**src/rtl/cache_arb_pkg.sv**
```systemverilog
// Shared types and limits for the cache arbiter: index sizing helper,
// read-return tag record and parameter bounds.
package cache_arb_pkg;

    localparam int unsigned MAX_PORTS  = 8;
    localparam int unsigned MAX_RD_LAT = 4;

    // Index width for a given count, never narrower than one bit
    function automatic int unsigned clog2(input int unsigned value);
        int unsigned width;
        width = 1;
        while ((32'd1 << width) < value) begin
            width = width + 1;
        end
        return width;
    endfunction

    localparam int unsigned TAG_IDX_W = clog2(MAX_PORTS);

    typedef struct packed {
        logic                 valid;
        logic [TAG_IDX_W-1:0] idx;
    } rd_tag_t;

endpackage

```
**src/rtl/cache_arbiter_rr.sv**
```systemverilog
// Combinational round-robin picker: first requester at or after ptr wins,
// searching upward and wrapping modulo N_PORTS.
module rr_arbiter
    import cache_arb_pkg::*;
#(
    parameter int unsigned N_PORTS = 4,
    parameter int unsigned IDX_W   = clog2(N_PORTS)
) (
    input  logic [N_PORTS-1:0] req,
    input  logic [IDX_W-1:0]   ptr,
    output logic [N_PORTS-1:0] gnt,
    output logic [IDX_W-1:0]   win_idx,
    output logic               win_any
);

    logic [IDX_W:0]   sum;
    logic [IDX_W-1:0] port;

    always_comb begin
        gnt     = '0;
        win_idx = '0;
        win_any = 1'b0;
        sum     = '0;
        port    = '0;
        for (int i = 0; i < int'(N_PORTS); i++) begin
            // ptr < N_PORTS and i < N_PORTS, so one subtraction wraps
            sum = (IDX_W+1)'(ptr) + (IDX_W+1)'(i);
            if (sum >= (IDX_W+1)'(N_PORTS)) begin
                sum = sum - (IDX_W+1)'(N_PORTS);
            end
            port = sum[IDX_W-1:0];
            if (!win_any && req[port]) begin
                win_any   = 1'b1;
                gnt[port] = 1'b1;
                win_idx   = port;
            end
        end
    end

endmodule

```
**src/rtl/cache_arbiter.sv**
```systemverilog
// N-port round-robin front end for the shared cache RAM: registered cache
// issue stage and tagged read-data return after a fixed cache latency.
module cache_arbiter
    import cache_arb_pkg::*;
#(
    parameter int unsigned N_PORTS = 4,
    parameter int unsigned ADDR_W  = 16,
    parameter int unsigned DATA_W  = 16,
    parameter int unsigned RD_LAT  = 1
) (
    input  logic                        clk,
    input  logic                        rst,
    input  logic [N_PORTS-1:0]          req,
    input  logic [N_PORTS-1:0]          we,
    input  logic [N_PORTS*ADDR_W-1:0]   addr,
    input  logic [N_PORTS*DATA_W-1:0]   wdata,
    output logic [N_PORTS-1:0]          gnt,
    output logic [N_PORTS-1:0]          rvalid,
    output logic [DATA_W-1:0]           rdata,
    output logic [ADDR_W-1:0]           cache_Addr,
    output logic [DATA_W-1:0]           cache_DataIn,
    output logic                        cache_WE,
    output logic                        cache_En,
    input  logic [DATA_W-1:0]           cache_DataOut
);

    localparam int unsigned IDX_W = clog2(N_PORTS);

    logic [IDX_W-1:0]   ptr_q;
    logic [IDX_W-1:0]   ptr_next;
    logic [IDX_W-1:0]   win_idx;
    logic               win_any;
    logic [ADDR_W-1:0]  sel_addr;
    logic [DATA_W-1:0]  sel_wdata;
    logic               sel_we;
    rd_tag_t            issue_tag_q;
    rd_tag_t            tag_pipe_q [RD_LAT];
    rd_tag_t            out_tag;
    logic [N_PORTS-1:0] rvalid_next;

    rr_arbiter #(
        .N_PORTS (N_PORTS),
        .IDX_W   (IDX_W)
    ) u_rr (
        .req     (req),
        .ptr     (ptr_q),
        .gnt     (gnt),
        .win_idx (win_idx),
        .win_any (win_any)
    );

    // Winner's request fields, selected by the one-hot grant
    always_comb begin
        sel_addr  = '0;
        sel_wdata = '0;
        sel_we    = 1'b0;
        for (int i = 0; i < int'(N_PORTS); i++) begin
            if (gnt[i]) begin
                sel_addr  = addr[i*ADDR_W +: ADDR_W];
                sel_wdata = wdata[i*DATA_W +: DATA_W];
                sel_we    = we[i];
            end
        end
    end

    assign ptr_next = (win_idx == IDX_W'(N_PORTS - 1)) ? '0 : win_idx + IDX_W'(1);

    // Issue stage; address/data hold when idle, strobes drop
    always_ff @(posedge clk or posedge rst) begin
        if (rst) begin
            ptr_q             <= '0;
            cache_En          <= 1'b0;
            cache_WE          <= 1'b0;
            cache_Addr        <= '0;
            cache_DataIn      <= '0;
            issue_tag_q.valid <= 1'b0;
            issue_tag_q.idx   <= '0;
        end else begin
            cache_En          <= win_any;
            cache_WE          <= win_any & sel_we;
            issue_tag_q.valid <= win_any & ~sel_we;
            issue_tag_q.idx   <= TAG_IDX_W'(win_idx);
            if (win_any) begin
                ptr_q        <= ptr_next;
                cache_Addr   <= sel_addr;
                cache_DataIn <= sel_wdata;
            end
        end
    end

    // Tag delay line aligned so the oldest stage coincides with cache_DataOut
    always_ff @(posedge clk or posedge rst) begin
        if (rst) begin
            for (int i = 0; i < int'(RD_LAT); i++) begin
                tag_pipe_q[i].valid <= 1'b0;
                tag_pipe_q[i].idx   <= '0;
            end
        end else begin
            tag_pipe_q[0] <= issue_tag_q;
            for (int i = 1; i < int'(RD_LAT); i++) begin
                tag_pipe_q[i] <= tag_pipe_q[i-1];
            end
        end
    end

    assign out_tag = tag_pipe_q[RD_LAT-1];

    always_comb begin
        rvalid_next = '0;
        for (int i = 0; i < int'(N_PORTS); i++) begin
            rvalid_next[i] = out_tag.valid && (out_tag.idx == TAG_IDX_W'(i));
        end
    end

    always_ff @(posedge clk or posedge rst) begin
        if (rst) begin
            rvalid <= '0;
            rdata  <= '0;
        end else begin
            rvalid <= rvalid_next;
            if (out_tag.valid) begin
                rdata <= cache_DataOut;
            end
        end
    end

endmodule
```
**config.mk**
```make
export PLATFORM = sky130hd
export DESIGN_NAME = cache_arbiter
export DESIGN_NICKNAME = d
export VERILOG_FILES = /design/src/rtl/cache_arb_pkg.sv /design/src/rtl/cache_arbiter_rr.sv /design/src/rtl/cache_arbiter.sv
export SDC_FILE = /design/constraint.sdc
export NUM_CORES = 1
export LEC_CHECK = 0
export CAP_MARGIN = 20
export CORE_ASPECT_RATIO = 1.5
export CORE_UTILIZATION = 41
export CTS_BUF_LIST = sky130_fd_sc_hd__clkbuf_4
export CTS_CLUSTER_DIAMETER = 60
export DETAILED_ROUTE_END_ITERATION = 16
export GPL_ROUTABILITY_DRIVEN = 0
export PLACE_DENSITY = 0.89
export SETUP_SLACK_MARGIN = 0.1
export SYNTH_ARGS = -nofsm -noshare
export SYNTH_HDL_FRONTEND = slang
export SYNTH_HIERARCHICAL = 1
export SYNTH_SLANG_ARGS = --single-unit
```
**constraint.sdc**
```tcl
create_clock -name clk -period 6.49 [get_ports clk]
set_clock_uncertainty 0.15 [all_clocks]
set_input_delay 0.9735 -clock clk [delete_from_list [all_inputs] [get_ports clk]]
set_output_delay 0.9735 -clock clk [all_outputs]
set_load 0.02 [all_outputs]
```
==> results_dict.tcl, run 1 <==
set metrics [dict create \
    synth.distinct_cells 36 \
    worstPathRequired_ns 5.37 \
    ys.flop_type "dfrtp_1" \
    vias 3622 \
    synth_nets 491 \
    synth_area_leaders "dfrtp_1 46%, nand3b_1 7.4%, mux2_2 6.7%" \
    crit_chain "clkdlybuf4s50_1 -> mux4_2 -> and2b_2 -> a22oi_1 -> o21ai_0 -> clkdlybuf4s50_1" \
    p_leak_uw 0.002204 \
    rr_endpoint "cache_Addr[7]$_DFFE_PP0P_" \
    post-cts-setup-buffers 0 \
    ir_drop_mv 0.8165 \
    crit_fanout 10 \
    dp_hpwl_mm 8.553 \
    synthCells 331 \
    die_area_sq_mm 0.008580 \
    r2r-start "ptr_q[0]$_DFFE_PP0P_" \
    syn_area_per_cell_sq_um 10.16 \
    yosysMostFrequentCell "dfrtp_1" \
    min_from "issue_tag_q[1]$_DFF_PP0_" \
    hold_viol 0 \
    htreeDepth 3 \
    path_class "in2out" \
    utilization_pct 71.93 \
    nNetsFinal 690 \
    wirelength_mm 12.16 \
    r2r_cells 11 \
    synth-edff-count 0 \
    hold_depth 0 \
    antenna_found_initial 1 \
    finalCritPeriodShare_pct 75.47 \
    routedWlPerCell_um 18.96 \
    clkTransAtPathRegs_ns 0.10 \
    start_kind "input port" \
    report.power.total_uw 3227 \
    cts_buffer_depth 2 \
    hold_end "out_tag[1]$_DFF_PP0_" \
    drive_gt1_share_pct 9.533 \
    rsz0062_at_grt "false" \
    ys_ff_latch 62 \
    critPathMostFrequentCell "clkdlybuf4s50_1" \
    grt_max_degree 68 \
    powerDensity_mw_per_mm2 563.7 \
    crit_arrival_ns 3.77 \
    drc 0 \
    coreArea_sq_mm 0.007958 \
    cts_hold_buf 0 \
    ios 212 \
    die_y_um 112.9 \
    grt_pass1_vias 3752 \
    cts_sinks 62 \
    drtIter0Drc 177 \
    worst_slew_pin_slew_ns 0.9159 \
    endpoint_kind "output pin" \
    std_cell_rows 40 \
    clock_latency_ns 0.42 \
    status "finished, final reports clean" \
    firstDrtPassIters 5 \
    ant_nets 0 \
    initial_core_util_pct 42.28 \
    cts_resized 0 \
    yosys_warnings 6 \
    portBuffers 211 \
    grt_pass1_wl_mm 18.73 \
    fin_crit_ns 4.898 \
    slowest_stage "clkdlybuf4s50_1" \
    maxCapViolCount 0 \
    die_w_um 75.97 \
    max_stage_delay_ns 0.73 \
    relSlewSlack_pct 38.94 \
    cts_buffers 9 \
    ys_seq_area_share_pct 46.11 \
    fin_tns_setup_ns 0 \
    synth_top_cell_area_share_pct 46.11 \
    cts_tree "done" \
    synthToLayoutAreaGrowth_pct 70.14 \
    fmax_ghz 0.2042 \
    hp-class "reg2reg" \
    setup_viol 0 \
    finalMaxSlewViolations 0 \
    yosysTopAreaCell "dfrtp_1" \
    viasPerCell 5.651 \
    grt-ovfl-total 0 \
    rrSetupSlack_ns 2.67 \
    syn-cell-area_sq_mm 0.003364 \
    root_buffer "clkbuf_4" \
    ys_async_sr_fraction_pct 100.0 \
    grt_usage_pct 28.74 \
    synth_common_cells "62 x dfrtp_1, 37 x nand2_1, 33 x a21oi_1, 33 x nand3b_1, 32 x a31oi_1" \
    startpoint "req[2]" \
]
## layer usage
metal / global-route usage [%] / part of all wire [%] / vias to the layer above / wire length, um
met5: 0 / 0 / - / 0
met4: 20.64 / 4.3 / 0 / 517
met3: 5.161 / 6.8 / 35 / 826
met2: 51.27 / 53 / 188 / 6471
met1: 30.44 / 36 / 1749 / 4339
li1: - / - / 1650 / -
## logic make-up (layout without fill, tap and decap cells)
family	count (synthesis)	after routing	share of synthesized area [%]
AOI/OAI and AO/OA	118	118	21.05
adders and majority gates	6	6	2.231
buffers and inverters	34	238	5.504
DFF	62	62	46.11
muxes	25	25	9.892
other	0	1	0
and+or+nand+nor	86	86	15.21
## power breakdown
| part | switching, uW | total, uW | leakage, uW | internal, uW |
|---|---|---|---|---|
| sequential | 136 | 735 | 0.000748 | 599 |
| clock | 153 | 349 | 0.0000923 | 196 |
| combinational | 1160 | 2140 | 0.00136 | 986 |
## final cells by class
type,count,area [sq um]
diodes,1,2.502
clock buffers,9,67.56
clock inverters,7,122.6
fillers,562,2233
inverters,5,18.77
multi-input cells,235,1653
flip-flops and latches,62,1551
well taps,105,131.4
repair buffers,217,2177
## placed cells by master, fill, tap and decap left out, drive strengths merged, types with 9 or more instances in the layout
| cell | n |
|---|---|
| clkdlybuf4s50 | 211 |
| a21oi | 33 |
| clkbuf | 9 |
| nand3b | 33 |
| dfrtp | 62 |
| o22ai | 31 |
| nand2 | 37 |
| a31oi | 32 |
| mux2 | 20 |
## state kept, by name, indices dropped and copies added (netlist names)
signal / flops
cache_Addr: 16
cache_DataIn: 16
cache_En: 1
cache_WE: 1
issue_tag_q: 3
out_tag: 3
ptr_q: 2
rdata: 16
rvalid: 4
## worst max-delay path: cells and delay by family
family | cells | cell delay [ns]
AO/OA/AOI/OAI | 2 | 0.64
buffers and inverters | 2 | 1.21
multiplexers | 1 | 0.63
AND/OR/NAND/NOR | 1 | 0.31
## how the worst max path moves through the flow
stage             end  slack [ns]  depth (start not counted)
3_3_place_gp   gnt[1]        1.35                          6
5_1_grt        gnt[3]        1.37                          7
2_1_floorplan  gnt[2]        2.71                          5
6_report       gnt[3]        1.59                          6
4_1_cts        gnt[1]        1.22                          7
3_5_place_dp   gnt[1]        1.24                          6
## metrics by stage
step / worst slack [ns] / instances / area [sq um] / hold WS [ns]
2_1_floorplan: 2.705 / 331 / 3364 / 0.1812
3_3_place_gp: 1.350 / 623 / 5504 / 0.1840
3_5_place_dp: 1.243 / 623 / 5504 / 0.1881
4_1_cts: 1.225 / 639 / 5694 / 0.2224
5_1_grt: 1.369 / 641 / 5724 / 0.2236
6_report: 1.592 / 641 / 5724 / 0.2190
Note: power is estimated with default switching activity, not from simulation.
==> inputs of run 2 (changes only) <==
--- a/config.mk
+++ b/config.mk
@@ -7,12 +7,12 @@
 export LEC_CHECK = 0
 export CAP_MARGIN = 20
 export CORE_ASPECT_RATIO = 1.5
-export CORE_UTILIZATION = 41
+export CORE_UTILIZATION = 34
 export CTS_BUF_LIST = sky130_fd_sc_hd__clkbuf_4
 export CTS_CLUSTER_DIAMETER = 60
 export DETAILED_ROUTE_END_ITERATION = 16
 export GPL_ROUTABILITY_DRIVEN = 0
-export PLACE_DENSITY = 0.89
+export PLACE_DENSITY = 0.78
 export SETUP_SLACK_MARGIN = 0.1
 export SYNTH_ARGS = -nofsm -noshare
 export SYNTH_HDL_FRONTEND = slang
==> constraint.sdc (replaced) <==
create_clock -name clk -period 4.1 [get_ports clk]
set_clock_uncertainty 0.15 [all_clocks]
set_input_delay 0.615 -clock clk [delete_from_list [all_inputs] [get_ports clk]]
set_output_delay 0.615 -clock clk [all_outputs]
set_load 0.02 [all_outputs]
==> results_dict.tcl, run 2 (synthesis gave the netlist of run 1 again) <==
set metrics [dict create \
    status "finished, final reports clean" \
    drc 0 \
    p_leak_uw 0.002240 \
    firstDrtPassIters 6 \
    crit_fanout 10 \
    report.power.total_uw 5083 \
    nNetsFinal 696 \
    grt_max_degree 68 \
    worstPathRequired_ns 3.34 \
    biggestRegsByFlops "cache_Addr x16, cache_DataIn x16, rdata x16" \
    start_kind "register" \
    worst-path-buf-inv 2 \
    worst_slack_ns 0.2552 \
    drive_gt1_share_pct 10.54 \
    cts_tree "done" \
    grt_pass1_vias 3672 \
    utilization_pct 59.64 \
    r2r-start "ptr_q[1]$_DFFE_PP0P_" \
    ant_nets 0 \
    fin_crit_ns 3.845 \
    std_cell_rows 44 \
    rsz0062_at_grt "false" \
    endpoint_kind "output pin" \
    min_from "issue_tag_q[1]$_DFF_PP0_" \
    initial_core_util_pct 34.92 \
    layout_commonest_cell "clkdlybuf4s50_1" \
    hp-class "reg2reg" \
    root_buffer "clkbuf_4" \
    maxCapViolCount 0 \
    worst_slew_pin_slew_ns 0.8706 \
    powerDensity_mw_per_mm2 884.7 \
    synthToLayoutAreaGrowth_pct 70.77 \
    cts_buffers 9 \
    htreeDepth 3 \
    finalCritPeriodShare_pct 93.78 \
    die_w_um 83.22 \
    die_y_um 123.8 \
    fmax_ghz 0.2601 \
    grt-ovfl-total 0 \
    fin_tns_setup_ns 0 \
    viasPerCell 5.486 \
    crit_arrival_ns 3.08 \
    top_layer "met4" \
    startpoint "ptr_q[1]$_DFFE_PP0P_" \
    cts_hold_buf 0 \
    clock_latency_ns 0.44 \
    coreArea_sq_mm 0.009634 \
    path_class "reg2out" \
    dp_hpwl_mm 8.821 \
    cts_sinks 62 \
    final_area_sq_mm 0.005746 \
    max_stage_delay_ns 0.65 \
    clkTransAtPathRegs_ns 0.13 \
    dp_slack_ns 0.2300 \
    ios 212 \
    cts_buffer_depth 2 \
    dpl_cell_area_sq_mm 0.005569 \
    ir_drop_mv 1.103 \
    grt_usage_pct 23.56 \
    drt-met1-wl_mm 4.634 \
    setup_viol 0 \
    wl_met3_um 794 \
    finalMaxSlewViolations 0 \
    portBuffers 211 \
    critPathTopFamily "buffers and inverters" \
    vias 3604 \
    routedWlPerCell_um 18.74 \
    antenna_found_initial 1 \
    die_area_sq_mm 0.01031 \
    slowest_stage "clkdlybuf4s50_1" \
    hold_viol 0 \
    relSlewSlack_pct 41.88 \
    drtIter0Drc 184 \
    wirelength_mm 12.32 \
    rrSetupSlack_ns 0.64 \
    crit_chain "inv_1 -> ha_1 -> mux4_2 -> nor4b_4 -> a22oi_1 -> o21ai_1 -> clkdlybuf4s50_1" \
    wl_met2_mm 6.398 \
    mostFrequentLayoutCells "210 x clkdlybuf4s50_1, 62 x dfrtp_1, 37 x nand2_1" \
    grt_pass1_wl_mm 18.75 \
]
run 2: final cells by class:
class	count	area [sq um]
Fill cell	795	3889
Timing Repair Buffer	223	2205
Multi-Input combinational cell	235	1653
Sequential cell	62	1551
Tap cell	115	143.9
Clock inverter	7	103.9
Clock buffer	9	67.56
Inverter	5	18.77
Antenna cell	1	2.502
run 2: final timing paths:
path | end | cells past startpoint
min in group asynchronous | rdata[2]$_DFFE_PP0P_ | 2
worst min register to register | out_tag[1]$_DFF_PP0_ | 0
max in group asynchronous | rvalid[3]$_DFF_PP0_ | 3
worst min-delay path | out_tag[1]$_DFF_PP0_ | 0
worst max-delay path | gnt[0] | 7
worst max register to register | cache_Addr[6]$_DFFE_PP0P_ | 11
run 2: per-stage QoR:
| step | hold WS [ns] | cells |
|---|---|---|
| after floorplan | 0.1812 | 331 |
| after global placement | 0.1826 | 640 |
| after detailed placement | 0.1897 | 640 |
| after CTS | 0.2143 | 656 |
| after global routing | 0.2202 | 657 |
| final | 0.2118 | 657 |
run 2: layer usage:
layer,GRT usage (%),up-vias
met3,5.368,37
met1,25.97,1731
met4,12.93,0
met5,0,-
li1,-,1662
met2,42.16,174
run 2: what timing repair did:
item,CTS,global route
buffers inserted,0,0
endpoints found under the setup margin,0,2
resized for setup,0,2
run 2: where the power goes:
| part | internal, uW | leakage [uW] | switching, uW | total, uW |
|---|---|---|---|---|
| combinational | 1570 | 0.00140 | 1860 | 3440 |
| clock | 255 | 0.0000915 | 268 | 523 |
| sequential | 947 | 0.000748 | 176 | 1120 |
| total | 2780 | 0.00224 | 2310 | 5080 |
==> inputs of run 3 (changes only) <==
--- a/config.mk
+++ b/config.mk
@@ -13,6 +13,7 @@
 export DETAILED_ROUTE_END_ITERATION = 16
 export GPL_ROUTABILITY_DRIVEN = 0
 export PLACE_DENSITY = 0.78
+export REMOVE_ABC_BUFFERS = 1
 export SETUP_SLACK_MARGIN = 0.1
 export SYNTH_ARGS = -nofsm -noshare
 export SYNTH_HDL_FRONTEND = slang
==> results_dict.tcl, run 3 (synthesis gave the netlist of run 1 again) <==
set metrics [dict create \
    initial_core_util_pct 34.92 \
    p_leak_uw 0.002239 \
    clock_latency_ns 0.42 \
    path_class "in2out" \
    relSlewSlack_pct 42.80 \
    fin_crit_ns 3.910 \
    whs_ns 0.2140 \
    htreeDepth 3 \
    p_seq_share_pct 22.2 \
    ios 212 \
    power.share.clock_pct 9.0 \
    coreArea_sq_mm 0.009634 \
    grt_pass1_wl_mm 18.24 \
    biggestRegsByFlops "cache_Addr x16, cache_DataIn x16, rdata x16" \
    synthToLayoutAreaGrowth_pct 71.63 \
    crit_arrival_ns 3.15 \
    worst_slew_pin_slew_ns 0.8567 \
    clkTransAtPathRegs_ns 0.12 \
    finalCritPeriodShare_pct 95.37 \
    power.net_switching_uw 2301 \
    portBuffers 211 \
    vias 3634 \
    dp.cells 643 \
    std_cell_rows 44 \
    cts_sinks 62 \
    status "finished, final reports clean" \
    finalMaxSlewViolations 0 \
    rsz0062_at_grt "false" \
    grt_usage_pct 22.72 \
    cts_tree "done" \
    grt-ovfl-total 0 \
    endpoint_kind "output pin" \
    die_w_um 83.22 \
    maxCapViolCount 0 \
    p_comb_share_pct 68.8 \
    start_kind "input port" \
    layout_commonest_cell "clkdlybuf4s50_1" \
    hold_viol 0 \
    stdcell_count 662 \
    die_y_um 123.8 \
    root_buffer "clkbuf_4" \
    switching_share_pct 45.28 \
    fmax_ghz 0.2557 \
    drtIter0Drc 226 \
    nNetsFinal 701 \
    ir_drop_mv 0.8418 \
    grt_max_degree 40 \
    dp_hpwl_mm 8.906 \
    fill_cells 824 \
    crit_fanout 10 \
    powerDensity_mw_per_mm2 880.0 \
    ant_nets 0 \
    viasPerCell 5.489 \
    firstDrtPassIters 5 \
    die_area_sq_mm 0.01031 \
    antenna_found_initial 0 \
    p_int_uw 2781 \
    drc 0 \
    routedWlPerCell_um 18.17 \
    cts_buffers 9 \
    grt_pass1_vias 3641 \
    cts_buffer_depth 2 \
    setup_viol 0 \
    utilization_pct 59.94 \
    wirelength_mm 12.03 \
    hp-class "reg2reg" \
    mostFrequentLayoutCells "211 x clkdlybuf4s50_1, 62 x dfrtp_1, 37 x nand2_1" \
    report.power.total_uw 5082 \
    drive_gt1_share_pct 11.17 \
    worstPathRequired_ns 3.34 \
]
-- run 3: changes by cell type in the layout (fill, tap and decap cells not counted), sizes merged --
| cell | previous run | this run |
|---|---|---|
| buf | 12 | 17 |
| bufinv | 2 | 1 |
| clkdlybuf4s50 | 210 | 211 |
| clkinv | 2 | 1 |
| clkinvlp | 0 | 2 |
| dlymetal6s2s | 1 | 0 |
-- run 3: worst paths after layout --
kind | cells after the start | end | slack, ns | from
max | 7 | gnt[2] | 0.19 | req[3]
min | 0 | out_tag[0]$_DFF_PP0_ | 0.21 | issue_tag_q[0]$_DFF_PP0_
max reg2reg | 10 | cache_DataIn[9]$_DFFE_PP0P_ | 0.99 | ptr_q[1]$_DFFE_PP0P_
min reg2reg | 0 | out_tag[0]$_DFF_PP0_ | 0.21 | issue_tag_q[0]$_DFF_PP0_
max in group asynchronous | 3 | cache_Addr[6]$_DFFE_PP0P_ | 2.40 | rst
min in group asynchronous | 2 | rdata[1]$_DFFE_PP0P_ | 0.53 | rst
-- run 3: repair_timing --
action / 4_1_cts / 5_1_grt
hold buffers: 0 / 0
buffers inserted: 0 / 1
setup endpoints to repair: 0 / 1
resized for setup: 0 / 1
-- run 3: power groups by stage --
stage | sequential (uW) | combinational (uW) | clock, uW
final | 1130 | 3500 | 457
after global routing | 1170 | 3790 | 493
after CTS | 1130 | 3450 | 470
after detailed placement | 1140 | 3430 | 0
after global placement | 1120 | 3340 | 0
after floorplan | 1460 | 1760 | 0
-- run 3: area by class of cell --
class                           count  area (sq um)  share of cell area (%)
Timing Repair Buffer              228          2260                   39.13
Multi-Input combinational cell    235          1650                   28.58
Sequential cell                    62          1551                   26.87
Tap cell                          115         143.9                   2.492
Clock inverter                      7         80.08                   1.387
Clock buffer                        9         67.56                   1.170
Inverter                            5         18.77                  0.3250
Antenna cell                        1         2.502                 0.04334
-- run 3: layer usage --
layer | global-route usage (%) | routed length [um] | vias up
li1 | - | - | 1673
met4 | 9.052 | 333 | 0
met5 | 0 | 0 | -
met1 | 26.84 | 4560 | 1753
met2 | 40.88 | 6372 | 183
met3 | 4.175 | 763 | 25
-- run 3: critical path, stage by stage --
cell	delay, ns
clkdlybuf4s50_1	0.48
mux4_2	0.62
nor4b_4	0.37
buf_4	0.18
a22oi_1	0.09
o21ai_4	0.11
clkdlybuf4s50_1	0.69
-- run 3: through the flow --
step	setup WS (ns)	TNS, ns	cell area [sq um]
3_3_place_gp	0.07702	0	5589
6_report	0.1896	0	5774
5_1_grt	0.09412	0	5772
4_1_cts	0.1520	0	5737
2_1_floorplan	-2.186	-75.98	3198
3_5_place_dp	-0.1182	-0.6282	5589
